<file path="src/rtl/use_stream_packer_pkg.sv">
`default_nettype none
// ============================================================================
// Module   : use_stream_pkg
// Purpose  : Shared FSM state, keep-mask and width helpers for the USE packer.
// Revision : 1.0
// ============================================================================
package use_stream_pkg;

  typedef enum logic [0:0] {
    IDLE = 1'b0,
    SEND = 1'b1
  } state_e;

  // Widest output bus the keep-mask helper can describe.
  localparam int MAX_BUS_BYTES = 64;

  function automatic int cnt_width(input int max_bytes);
    return $clog2(max_bytes + 1);
  endfunction

  function automatic int ch_width(input int num_channels);
    return (num_channels > 1) ? $clog2(num_channels) : 1;
  endfunction

  // Low `remaining` bits set, saturating at a full bus of `bus_bytes`.
  function automatic logic [MAX_BUS_BYTES-1:0] keep_mask(input int remaining, input int bus_bytes);
    logic [MAX_BUS_BYTES-1:0] mask;
    mask = '0;
    for (int b = 0; b < MAX_BUS_BYTES; b++) begin
      mask[b] = (b < remaining) && (b < bus_bytes);
    end
    return mask;
  endfunction

endpackage
`default_nettype wire

</file>
<file path="src/rtl/use_stream_packer_arbiter.sv">
`default_nettype none
// ============================================================================
// Module   : use_rr_arbiter
// Purpose  : Combinational round-robin pick of the first request at/after ptr.
// Revision : 1.0
// ============================================================================
module use_rr_arbiter
  import use_stream_pkg::*;
#(
  parameter int NUM_CHANNELS = 4,
  localparam int CH_W = ch_width(NUM_CHANNELS)
) (
  input  logic [NUM_CHANNELS-1:0] req,
  input  logic [CH_W-1:0]         ptr,
  output logic [NUM_CHANNELS-1:0] grant,
  output logic [CH_W-1:0]         grant_idx,
  output logic                    grant_valid
);

  always_comb begin : p_grant
    logic [CH_W-1:0] idx;
    idx         = '0;
    grant       = '0;
    grant_idx   = '0;
    grant_valid = 1'b0;
    for (int i = 0; i < NUM_CHANNELS; i++) begin
      idx = CH_W'((int'(ptr) + i) % NUM_CHANNELS);
      if (!grant_valid && req[idx]) begin
        grant[idx]  = 1'b1;
        grant_idx   = idx;
        grant_valid = 1'b1;
      end
    end
  end

endmodule
`default_nettype wire

</file>
<file path="src/rtl/use_stream_packer.sv">
`default_nettype none
// ============================================================================
// Module   : use_stream_packer
// Purpose  : Round-robin capture of whole USEs, serialised into keep/last beats.
// Revision : 1.0
// ============================================================================
module use_stream_packer
  import use_stream_pkg::*;
#(
  parameter int NUM_CHANNELS      = 4,
  parameter int MAX_ELEMENT_BYTES = 34,
  parameter int DATA_BUS_BYTES    = 8,
  localparam int CNT_W = cnt_width(MAX_ELEMENT_BYTES),
  localparam int CH_W  = ch_width(NUM_CHANNELS)
) (
  input  logic                                           clk,
  input  logic                                           reset,
  input  logic [NUM_CHANNELS-1:0][MAX_ELEMENT_BYTES*8-1:0] elem_data,
  input  logic [NUM_CHANNELS-1:0][CNT_W-1:0]             elem_byte_count,
  output logic [NUM_CHANNELS-1:0]                        elem_taken,
  output logic [DATA_BUS_BYTES*8-1:0]                    out_data,
  output logic [DATA_BUS_BYTES-1:0]                      out_keep,
  output logic                                           out_last,
  output logic [CH_W-1:0]                                out_channel,
  output logic                                           out_valid,
  input  logic                                           out_ready,
  output logic                                           err_overlength
);

  localparam int ELEM_W     = MAX_ELEMENT_BYTES * 8;
  localparam int BUS_W      = DATA_BUS_BYTES * 8;
  localparam int BEAT_SHIFT = $clog2(DATA_BUS_BYTES);
  localparam logic [CNT_W-1:0] MAX_CNT = CNT_W'(MAX_ELEMENT_BYTES);
  localparam logic [CNT_W-1:0] BUS_CNT = CNT_W'(DATA_BUS_BYTES);
  localparam logic [CNT_W-1:0] CNT_ONE = CNT_W'(1);
  localparam logic [CH_W-1:0]  LAST_CH = CH_W'(NUM_CHANNELS - 1);
  localparam logic [CH_W-1:0]  CH_ONE  = CH_W'(1);

  state_e            state_q, state_d;
  logic [CH_W-1:0]   ptr_q, ptr_d;
  logic [CH_W-1:0]   chan_q, chan_d;
  logic [ELEM_W-1:0] buf_q, buf_d;
  logic [CNT_W-1:0]  count_q, count_d;
  logic [CNT_W-1:0]  beat_q, beat_d;
  logic              err_q, err_d;

  logic [NUM_CHANNELS-1:0] req;
  logic [NUM_CHANNELS-1:0] grant;
  logic [CH_W-1:0]         grant_idx;
  logic                    grant_valid;
  logic [CNT_W-1:0]        raw_count;
  logic                    overlength;

  logic [CNT_W-1:0]          offset;
  logic [CNT_W-1:0]          remaining;
  logic [BUS_W-1:0]          beat_data;
  logic [DATA_BUS_BYTES-1:0] beat_keep;
  logic                      beat_last;
  logic                      fire;

  for (genvar c = 0; c < NUM_CHANNELS; c++) begin : g_req
    assign req[c] = |elem_byte_count[c];
  end

  use_rr_arbiter #(
    .NUM_CHANNELS (NUM_CHANNELS)
  ) u_arb (
    .req         (req),
    .ptr         (ptr_q),
    .grant       (grant),
    .grant_idx   (grant_idx),
    .grant_valid (grant_valid)
  );

  assign raw_count  = elem_byte_count[grant_idx];
  assign overlength = (raw_count > MAX_CNT);

  // Beat view of the buffer; bytes past the element end are forced to zero.
  always_comb begin
    offset    = beat_q << BEAT_SHIFT;
    remaining = count_q - offset;
    beat_keep = DATA_BUS_BYTES'(keep_mask(int'(remaining), DATA_BUS_BYTES));
    beat_last = (remaining <= BUS_CNT);
    beat_data = BUS_W'(buf_q >> {offset, 3'b000});
    for (int b = 0; b < DATA_BUS_BYTES; b++) begin
      if (!beat_keep[b]) begin
        beat_data[8*b +: 8] = 8'h00;
      end
    end
  end

  always_comb begin
    out_valid      = (state_q == SEND);
    out_data       = out_valid ? beat_data : '0;
    out_keep       = out_valid ? beat_keep : '0;
    out_last       = out_valid & beat_last;
    out_channel    = out_valid ? chan_q : '0;
    err_overlength = err_q;
    // Suppressed during reset so a source never drops an element nobody captured.
    elem_taken     = ((state_q == IDLE) && !reset) ? grant : '0;
    fire           = out_valid & out_ready;
  end

  always_comb begin
    state_d = state_q;
    ptr_d   = ptr_q;
    chan_d  = chan_q;
    buf_d   = buf_q;
    count_d = count_q;
    beat_d  = beat_q;
    err_d   = err_q;
    case (state_q)
      IDLE: begin
        if (grant_valid) begin
          buf_d   = elem_data[grant_idx];
          count_d = overlength ? MAX_CNT : raw_count;
          chan_d  = grant_idx;
          beat_d  = '0;
          ptr_d   = (grant_idx == LAST_CH) ? '0 : grant_idx + CH_ONE;
          err_d   = err_q | overlength;
          state_d = SEND;
        end
      end
      SEND: begin
        if (fire) begin
          if (beat_last) begin
            state_d = IDLE;
          end else begin
            beat_d = beat_q + CNT_ONE;
          end
        end
      end
      default: state_d = IDLE;
    endcase
  end

  always_ff @(posedge clk) begin
    if (reset) begin
      state_q <= IDLE;
      ptr_q   <= '0;
      chan_q  <= '0;
      buf_q   <= '0;
      count_q <= '0;
      beat_q  <= '0;
      err_q   <= 1'b0;
    end else begin
      state_q <= state_d;
      ptr_q   <= ptr_d;
      chan_q  <= chan_d;
      buf_q   <= buf_d;
      count_q <= count_d;
      beat_q  <= beat_d;
      err_q   <= err_d;
    end
  end

endmodule
`default_nettype wire

</file>
<file path="config.mk">
export PLATFORM = sky130hd
export DESIGN_NAME = use_stream_packer
export DESIGN_NICKNAME = d
export VERILOG_FILES = /design/src/rtl/use_stream_packer_pkg.sv /design/src/rtl/use_stream_packer_arbiter.sv /design/src/rtl/use_stream_packer.sv
export SDC_FILE = /design/constraint.sdc
export NUM_CORES = 1
export LEC_CHECK = 0
export CAP_MARGIN = 20
export CORE_AREA = 2 2 463 465
export DETAILED_ROUTE_END_ITERATION = 8
export DIE_AREA = 0 0 465 467
export MAX_ROUTING_LAYER = met4
export SETUP_SLACK_MARGIN = 0.3
export SYNTH_ARGS = -nofsm -noshare
export SYNTH_HDL_FRONTEND = slang
export SYNTH_SLANG_ARGS = --single-unit
</file>
<file path="constraint.sdc">
create_clock -name clk -period 7.6 [get_ports clk]
set_clock_uncertainty 0.15 [all_clocks]
set_input_delay 1.9 -clock clk [delete_from_list [all_inputs] [get_ports clk]]
set_output_delay 1.9 -clock clk [all_outputs]
set_load 0.02 [all_outputs]
</file>
Yosys cells after proc, flatten, opt, wreduce, memory -nomap -nowiden
Cells that the tools add are included.
{"block": "totals", "in_bits": 1115, "reg_bits": 290, "out_inout_bits": 81, "wordCells": 116}
{"block": "classes", "add_sub_neg": 6, "bitwise": 7, "n_eq_ne": 4, "n_mux": 54, "reduce_logical": 18, "n_shift": 1, "n_lt_le_gt_ge": 19}
{"op": "272-bit binary-select mux with 2-bit select", "n": 1}
{"op": "272-bit two-way mux", "n": 1}
{"op": "272-bit by 9-bit >> shifter with 64-bit output", "n": 1}
{"op": "8-bit two-way mux", "n": 9}
{"op": "64-bit two-way mux", "n": 1}
{"op": "6-bit two-way mux", "n": 5}
{"op": "3-bit by 6-bit < comparator with 1-bit output (first input constant)", "n": 4}
{"op": "6-bit OR reduction", "n": 4}
{"op": "4-bit two-way mux", "n": 5}
{"op": "2-bit by 3-bit < comparator with 1-bit output (second input constant)", "n": 5}
{"op": "1-bit two-way mux", "n": 15}
{"op": "6-bit binary-select mux with 2-bit select", "n": 1}
{"op": "1-bit by 6-bit < comparator with 1-bit output (first input constant)", "n": 2}
{"op": "2-bit by 6-bit < comparator with 1-bit output (first input constant)", "n": 2}
{"op": "2-bit two-way mux", "n": 6}
{"op": "4-bit bitwise OR", "n": 3}
{"op": "6-bit case mux with 2 select lines", "n": 1}
{"op": "1-bit binary-select mux with 2-bit select", "n": 4}
{"op": "1-bit demux with 2-bit select", "n": 4}
{"op": "2-bit by 1-bit >= comparator with 1-bit output (second input constant)", "n": 4}
{"op": "1-bit logical AND", "n": 8}
{"op": "6-bit by 1-bit adder with 6-bit output (second input constant)", "n": 1}
{"op": "6-bit > comparator (second input constant)", "n": 1}
{"op": "6-bit by 4-bit less-or-equal comparator with 1-bit output (second input constant)", "n": 1}
{"op": "13 further kinds", "n": 20}

Longest topological paths before layout
Gate-level depths: netlist of the first run.
{"block": "logic_depth", "ltp_word": 17, "depth_mapped": 19, "depth_no_buf": 12}

Cells and area by module
From an unflattened synthesis of the first run, not the netlist that was laid out.
{"block": "hier_totals", "hier_cells": 1864, "hier_area_um2": 19254.7}
{"module": "use_stream_packer", "seq_area_each_um2": 5745.5, "instances": 1, "cells_per_inst": 1819, "area_each_um2": 18833.1}
{"module": "use_rr_arbiter", "seq_area_each_um2": 0.0, "instances": 1, "cells_per_inst": 45, "area_each_um2": 421.7}

Worst setup path after synthesis of the first run
No wires, ideal clock.
{"block": "synth_path", "path_kind": "input port to output port", "startpoint": "input elem_byte_count[6] in the netlist's numbering", "endpoint": "output elem_taken[0]", "n_path_buf": 1, "cell_stages": 9, "setup_slack_ps": 1375, "arrival_ps": 4175, "required_time_ps": 5550, "path_cell_list": "nor4_2 -> nand2_1 -> mux4_2 -> clkbuf_1 -> nor2_1 -> a22oi_1 -> a21oi_1 -> a21oi_1 -> nor3_1"}
{"block": "synth_between", "elab_chain_cells": 14, "elab_cells_between_ends": 26, "classes_between": "mux: 16; bitwise: 3; reduce/logical: 7"}
{"item": "from (decl)", "line_no": "use_stream_packer.sv:19", "text": "input logic [NUM_CHANNELS-1:0][CNT_W-1:0] elem_byte_count,"}
{"item": "6-bit OR reduction (*)", "line_no": "use_stream_packer.sv:62", "text": "assign req[c] = |elem_byte_count[c];"}
{"item": "1-bit binary-select mux with 2-bit select", "line_no": "use_stream_packer_arbiter.sv:28", "text": "if (!grant_valid && req[idx]) begin"}
{"item": "1-bit two-way mux (implied by the code)", "line_no": "use_stream_packer_arbiter.sv:28"}
{"item": "1-bit two-way mux", "line_no": "use_stream_packer_arbiter.sv:28"}
{"item": "1-bit logical NOT", "line_no": "use_stream_packer_arbiter.sv:28"}
{"item": "1-bit logical AND", "line_no": "use_stream_packer_arbiter.sv:28"}
{"item": "1-bit two-way mux", "line_no": "use_stream_packer_arbiter.sv:28"}
{"item": "1-bit logical NOT", "line_no": "use_stream_packer_arbiter.sv:28"}
{"item": "1-bit logical AND", "line_no": "use_stream_packer_arbiter.sv:28"}
{"item": "1-bit two-way mux", "line_no": "use_stream_packer_arbiter.sv:28"}
{"item": "1-bit logical NOT", "line_no": "use_stream_packer_arbiter.sv:28"}
{"item": "1-bit logical AND", "line_no": "use_stream_packer_arbiter.sv:28"}
{"item": "4-bit two-way mux (*)", "line_no": "use_stream_packer_arbiter.sv:28"}
{"item": "4-bit two-way mux (*)", "line_no": "use_stream_packer.sv:100", "text": "elem_taken = ((state_q == IDLE) && !reset) ? grant : '0;"}
{"item": "to (decl)", "line_no": "use_stream_packer.sv:20", "text": "output logic [NUM_CHANNELS-1:0] elem_taken,"}
Mark *: on every way between the ends. The rest lies on a longest branch, timed or not. The select of a mux whose other input is x is not followed.

Worst setup path in the final report of the first run
{"block": "layout_path", "startpoint": "input elem_byte_count[13] in the netlist's numbering", "endpoint": "output elem_taken[3]"}
Same word-level chain as after synthesis.

==> results by group, run 1 <==
Hold path
  • Hold depth: 2
  • Worst Hold Class: register to register
  • WHS Endpoint: buf_q[112]
  • HP Start: buf_q[112]

Placement
  • Port Buffers: roughly 1200
  • Pre-CTS setup slack: ~0.22 ns
  • Placer Congestion: about 0.9
  • Post-detail-place hpwl: approximately 200000 um

Yosys
  • Post-synth top flop: dfxtp_1
  • Top cells by count, synth: 951 x nand2_1, 401 x nand3_1, 305 x a21oi_1, 287 x dfxtp_1, 178 x clkbuf_1
  • Mapped Nets: approximately 4000
  • Syn Std Cell Area: around 0.02 sq mm
  • Yosys reg bits: between 200 and 300
  • Asr flop ratio synth: 0%
  • Yosys warning count: 0
  • Post-synth EDFFs: 0
  • Mean post-synth cell area: between 7 and 8 sq um
  • Cells after synthesis: 2883
  • Dominant cells by area after synthesis: dfxtp_1 28%, nand2_1 18%, nand3_1 9.9%
  • Post-synth top area share: between 20 and 30%
  • Post-synthesis sequential area ratio: ~28%
  • Synth unique cells: 63
  • Area leader, netlist: dfxtp_1
  • Most common cell in the synthesized netlist: nand2_1

Power and ir drop
  • Switch Pwr: between 3000 and 4000 uW
  • Max VDD drop: between 0.1 and 0.15 mV
  • Sequential Power Share: 25.7%
  • Clock share of power: between 20% and 30%
  • Share of total power in combinational logic: just under 50%
  • Internal cell power: approximately 4600 uW
  • Sw Ratio: 44.8%
  • Cell leakage power: 0.0141 uW
  • Power density cells: about 220 mW/mm^2

Worst setup path
  • Crit path required time: 5.55 ns
  • Crit path DAT: around 5.0 ns
  • Worst Path Max Fanout: 5
  • R2R setup slack: about 3.4 ns
  • CP startpoint kind: input port
  • RR Endpoint: buf_q[30]
  • R2R cell count: 11
  • Type of the worst setup path: input port to output pin
  • Worst Setup End Kind: output pin
  • Critical Path Source: elem_byte_count[13]
  • FF-to-FF Start: ptr_q[0]

STA
  • Setup violations, final: 0
  • Max Clk Rate: 141 MHz
  • Total negative slack: 0 ns
  • Fin crit share: just over 90%
  • Final hold vios: 0
  • Max Slew Vio Count: 0
  • Final setup margin: about 0.53 ns
  • Slew headroom: roughly 34%
  • RSZ-0062 raised after global routing: false
  • Slew @ Worst Pin: around 0.99 ns
  • Period minus WS final: a little over 7 ns

Layout
  • Nets: roughly 5100
  • Layout cells sized above 1: roughly 8.1%
  • Area of the multi-input gates: approximately 0.013 sq mm
  • Layout area overhead: 86.8%
  • FF/Latch Area: about 0.0058 sq mm
  • Fillers: 24000

Global routing
  • Largest net degree at the start of global routing: 110
  • GRT Total Usage: around a fifth
  • Global-route wire length before repair: roughly 290000 um
  • Gr ovfl total: 0
  • Initial antenna violation count: between 200 and 250
  • Vias in the first global route: approximately 28000

Clocking
  • Cts bufs inserted: 44
  • Clock Tree Root: clkbuf_16
  • CTS Sinks: 287
  • CTS tree: built
  • Reg clk slew, reported paths: 0.05 ns
  • Worst-Skew Late Latency: 0.64 ns
  • Max Buffers Root-to-Sink: 3
  • Hold_buf cts: 0
  • CTS H-tree lvls: 2

Floorplan
  • Die Span X: around 470 um
  • CORE AREA: about 0.21 sq mm
  • IO Count: 1196
  • Starting Density: a little under a tenth
  • DIE HEIGHT: approximately 470 um
  • Row cnt: 169
  • Die Area: roughly 0.22 sq mm

Route
  • DR pass1 iterations: 5
  • Routed len/inst: 33.2 um
  • Vias: approximately 28000
  • Post-DRT Antenna Nets: 0
  • Detailed-route DRC error count: 0
  • Starting DRT DRC Count: approximately 2600
  • WL final: roughly 230000 um
  • Via density: around 4.1

Flow run
  • Max Cap Violations: 0

Status
  • Status: complete, no violations
kinds of logic after synthesis:
group	share of synthesized area, %
AOI/OAI and AO/OA	19.5
xor gates and xnor gates	0.173
adders and majority gates	0.779
buffers and inverters	5.99
DFF	28.4
muxes	13.8
and+or+nand+nor	31.3
routing by layer:
layer	vias to the layer above	GRT usage, %	wire, um
li1	12700	-	-
met1	13800	23.8	91200
met2	1737	33.7	107000
met3	293	7.57	23800
met4	0	7.24	9040
met5	-	-	0
cell usage in the layout, fill, tap and decap left out, types with 4 or more instances in the layout:
cell type / n
clkdlybuf4s50_1: 1191
nand2_1: 949
nand3_1: 401
a21oi_1: 303
dfxtp_1: 284
buf_4: 131
mux2i_1: 118
o22ai_1: 110
diode_2: 106
a32o_1: 106
mux4_2: 69
clkbuf_16: 46
nor2_1: 37
and3_1: 32
buf_12: 24
a22oi_1: 20
nor3_1: 18
nor2b_1: 17
ha_1: 11
inv_1: 9
o21ai_0: 9
and2_1: 8
o211ai_1: 8
clkbuf_1: 8
a211oi_1: 7
clkinv_2: 6
o2111ai_1: 5
nor4_1: 4
nor2_4: 4
clkbuf_8: 4
power by group through the flow:
stage | sequential, uW | combinational (uW) | clock (uW)
2_1_floorplan | 1950 | 1840 | 0
5_1_grt | 2170 | 4340 | 2240
4_1_cts | 2170 | 4140 | 2210
6_report | 2140 | 4060 | 2120
3_5_place_dp | 2200 | 4130 | 0
3_3_place_gp | 2190 | 4110 | 0
through the flow:
stage	util [%]	std cells	area, sq um	hold WS (ns)	power [uW]
after global placement	17.1	6772	36100	0.289	6300
after floorplan	-	2883	20200	0.282	3790
after detailed placement	17.1	6772	36100	0.296	6330
after CTS	17.7	6846	37500	0.304	8520
final	17.9	6952	37800	0.302	8330
after global routing	17.8	6941	37800	0.325	8750
what timing repair did:
| action | 4_1_cts | 5_1_grt |
|---|---|---|
| endpoints found under the hold margin | 0 | 0 |
| resized for setup | 2 | 1 |
| setup endpoints to repair | 2 | 1 |
| buffers inserted | 0 | 0 |
cell type report:
cell class | instances | area share (%)
Sequential cell | 287 | 15.2
Inverter | 13 | 0.175
Timing Repair Buffer | 1349 | 35.5
Tap cell | 2821 | 9.34
Multi-Input combinational cell | 2302 | 35.4
Antenna cell | 106 | 0.702
Clock buffer | 58 | 3.27
Clock inverter | 16 | 0.414
registers in the layout, summed over array words and instances, names as in the netlist:
register        count
ptr_q               2
buf_q             272
count_q             6
err_overlength      1
beat_q              3
out_valid           1
chan_q              2
critical path, stage by stage:
cell	delay, ns
clkdlybuf4s50_1	0.60
nor4_2	0.10
buf_4	0.17
and2_1	0.20
buf_4	0.17
mux4_2	0.50
nor2_2	0.22
a22oi_1	0.10
a21oi_1	0.16
a21oi_1	0.08
nor3_1	0.16
clkdlybuf4s50_1	0.66
how the worst max path moves through the flow:
stage,slack [ns],cells past startpoint,end
floorplan,1.38,9,elem_taken[0]
global placement,0.12,12,elem_taken[1]
detailed placement,0.22,12,elem_taken[1]
CTS,0.40,12,elem_taken[3]
global route,0.32,11,elem_taken[3]
finish,0.53,12,elem_taken[3]
Note: power is estimated with default switching activity, not from simulation.
==> run 2: changes to the inputs <==
Settings changed: SKIP_CTS_REPAIR_TIMING set to 1.
==> run 2 against run 1 <==
Net effect: critical path depth stayed put; combinational power hardly changed; hold slack stayed put; register-to-register slack hardly changed; setup slack hardly changed; sequential power hardly changed; design area hardly changed; global-route usage stayed put.
==> results by group, run 2 (synthesis gave the netlist of run 1 again) <==
Global routing
  • Largest net degree at the start of global routing: 110 (unchanged)
  • Global-route wire length before repair: 288000 um (unchanged)
  • GRT Total Usage: 20.9% (unchanged)
  • Vias in the first global route: 27800 (unchanged)
  • Gr ovfl total: 0 (unchanged)
  • Initial antenna violation count: 221 (unchanged)

STA
  • Max Slew Vio Count: 0 (unchanged)
  • Max Clk Rate: 141 MHz (unchanged)
  • Setup violations, final: 0 (unchanged)
  • RSZ-0062 raised after global routing: false (unchanged)
  • Final hold vios: 0 (unchanged)
  • Slew headroom: 33.9% (about the same)
  • Hold_ws: 0.302 ns (unchanged)
  • Period minus WS final: 7.07 ns (about the same)
  • Slew @ Worst Pin: 0.992 ns (about the same)
  • Fin crit share: 93.1% (about the same)
  • Total negative slack: 0 ns (unchanged)

Layout
  • Layout area overhead: 86.8% (about the same)
  • Commonest non-fill, non-tap cell in the layout: clkdlybuf4s50_1 (unchanged)
  • Final instance area: 0.0378 sq mm (about the same)
  • Max reg flops: 272 (unchanged)
  • Nets: 5124 (unchanged)
  • Highest-count cells in the layout ignoring fill and taps: 1191 x clkdlybuf4s50_1, 949 x nand2_1, 401 x nand3_1 (unchanged)
  • Largest Register: buf_q (unchanged)
  • Layout cells sized above 1: 8.12% (unchanged)
  • Post-layout util: 17.9% (about the same)
  • Largest registers: buf_q x272, count_q x6, beat_q x3 (unchanged)

Power and ir drop
  • Max VDD drop: 0.137 mV (about the same)
  • Cell leakage power: 0.0141 uW (about the same)
  • Power density cells: 220 mW/mm^2 (about the same)
  • Overall Power: 8330 uW (about the same)

Worst setup path
  • Crit path DAT: 5.02 ns (about the same)
  • FF-to-FF Start: ptr_q[0] (unchanged)
  • Worst Path Max Fanout: 5 (unchanged)
  • RR Endpoint: buf_q[30] (unchanged)
  • R2R setup slack: 3.35 ns (about the same)
  • CP startpoint kind: input port (unchanged)
  • Crit path required time: 5.55 ns (about the same)
  • Type of the worst setup path: input port to output pin (unchanged)
  • Worst Setup EP: elem_taken[3] (unchanged)
  • R2R cell count: 11 (unchanged)
  • Critical Path Source: elem_byte_count[13] (unchanged)
  • Worst Setup End Kind: output pin (unchanged)

Floorplan
  • Row cnt: 169 (unchanged)
  • DIE HEIGHT: 467 um (unchanged)
  • Starting Density: 9.56% (unchanged)
  • CORE AREA: 0.212 sq mm (unchanged)
  • Die Area: 0.217 sq mm (unchanged)
  • IO Count: 1196 (unchanged)
  • Die Span X: 465 um (unchanged)

Route
  • DR pass1 iterations: 5 (unchanged)
  • Vias: 28500 (about the same)
  • WL final: 231000 um (about the same)
  • Routed len/inst: 33.2 um (about the same)
  • Post-DRT Antenna Nets: 0 (unchanged)
  • Detailed-route DRC error count: 0 (unchanged)
  • Starting DRT DRC Count: 2620 (was 2619)
  • Via density: 4.10 (about the same)

Clocking
  • CTS tree: built (unchanged)
  • Reg clk slew, reported paths: 0.05 ns (about the same)
  • CTS H-tree lvls: 2 (unchanged)
  • CTS Sinks: 287 (unchanged)
  • Worst-Skew Late Latency: 0.64 ns (about the same)
  • Cts bufs inserted: 44 (unchanged)
  • Max Buffers Root-to-Sink: 3 (unchanged)
  • Clock Tree Root: clkbuf_16 (unchanged)

Status
  • Status: complete, no violations (unchanged)

Flow run
  • Max Cap Violations: 0 (unchanged)

Placement
  • Placer Congestion: 0.904 (unchanged)
  • Post-detail-place hpwl: 196000 um (unchanged)
  • Port Buffers: 1195 (unchanged)
  • Placed cell area: 0.0361 sq mm (unchanged)

Hold path
  • Worst Hold Class: register to register (unchanged)
run 2: per-stage QoR:
| step | worst slack, ns | std cells |
|---|---|---|
| after detailed placement | 0.218 | 6772 |
| after floorplan | 1.38 | 2883 |
| after global placement | 0.124 | 6772 |
| after global routing | 0.316 | 6941 |
| final | 0.526 | 6951 |
| after CTS | 0.205 | 6846 |
run 2: power breakdown:
group	switching, uW	total [uW]	internal, uW
registers	325	2140	1820
clock network	918	2120	1210
logic	2480	4060	1580
total	3730	8330	4600
run 2: layout make-up:
cell class | count | area, sq um
Fill cell | 24000 | 174000
Timing Repair Buffer | 1349 | 13400
Multi-Input combinational cell | 2302 | 13400
Sequential cell | 287 | 5750
Tap cell | 2821 | 3530
Clock buffer | 58 | 1240
Antenna cell | 105 | 263
Clock inverter | 16 | 156
Inverter | 13 | 66.3
run 2: how the worst min path moves through the flow:
stage / from / endpoint / slack [ns] / cells after the start
final: buf_q[112] / buf_q[112] / 0.30 / 2
after global routing: buf_q[75] / buf_q[75] / 0.33 / 2
after CTS: buf_q[88] / buf_q[88] / 0.30 / 2
after detailed placement: buf_q[88] / buf_q[88] / 0.30 / 2
after global placement: buf_q[88] / buf_q[88] / 0.29 / 2
after floorplan: chan_q[1] / chan_q[1] / 0.28 / 2
run 2: critical path, stage by stage:
cell             delay (ns)
clkdlybuf4s50_1        0.60
nor4_2                 0.10
buf_4                  0.17
and2_1                 0.20
buf_4                  0.17
mux4_2                 0.50
nor2_2                 0.22
a22oi_1                0.10
a21oi_1                0.16
a21oi_1                0.08
nor3_1                 0.16
clkdlybuf4s50_1        0.66
run 2: per-layer routing:
layer  global-route usage (%)  vias up  part of all wire [%]
li1                         -    12700                     -
met1                     23.8    13800                    39
met2                     33.7     1739                    46
met3                     7.57      293                    10
met4                     7.24        0                   3.9
met5                        -        -                     0
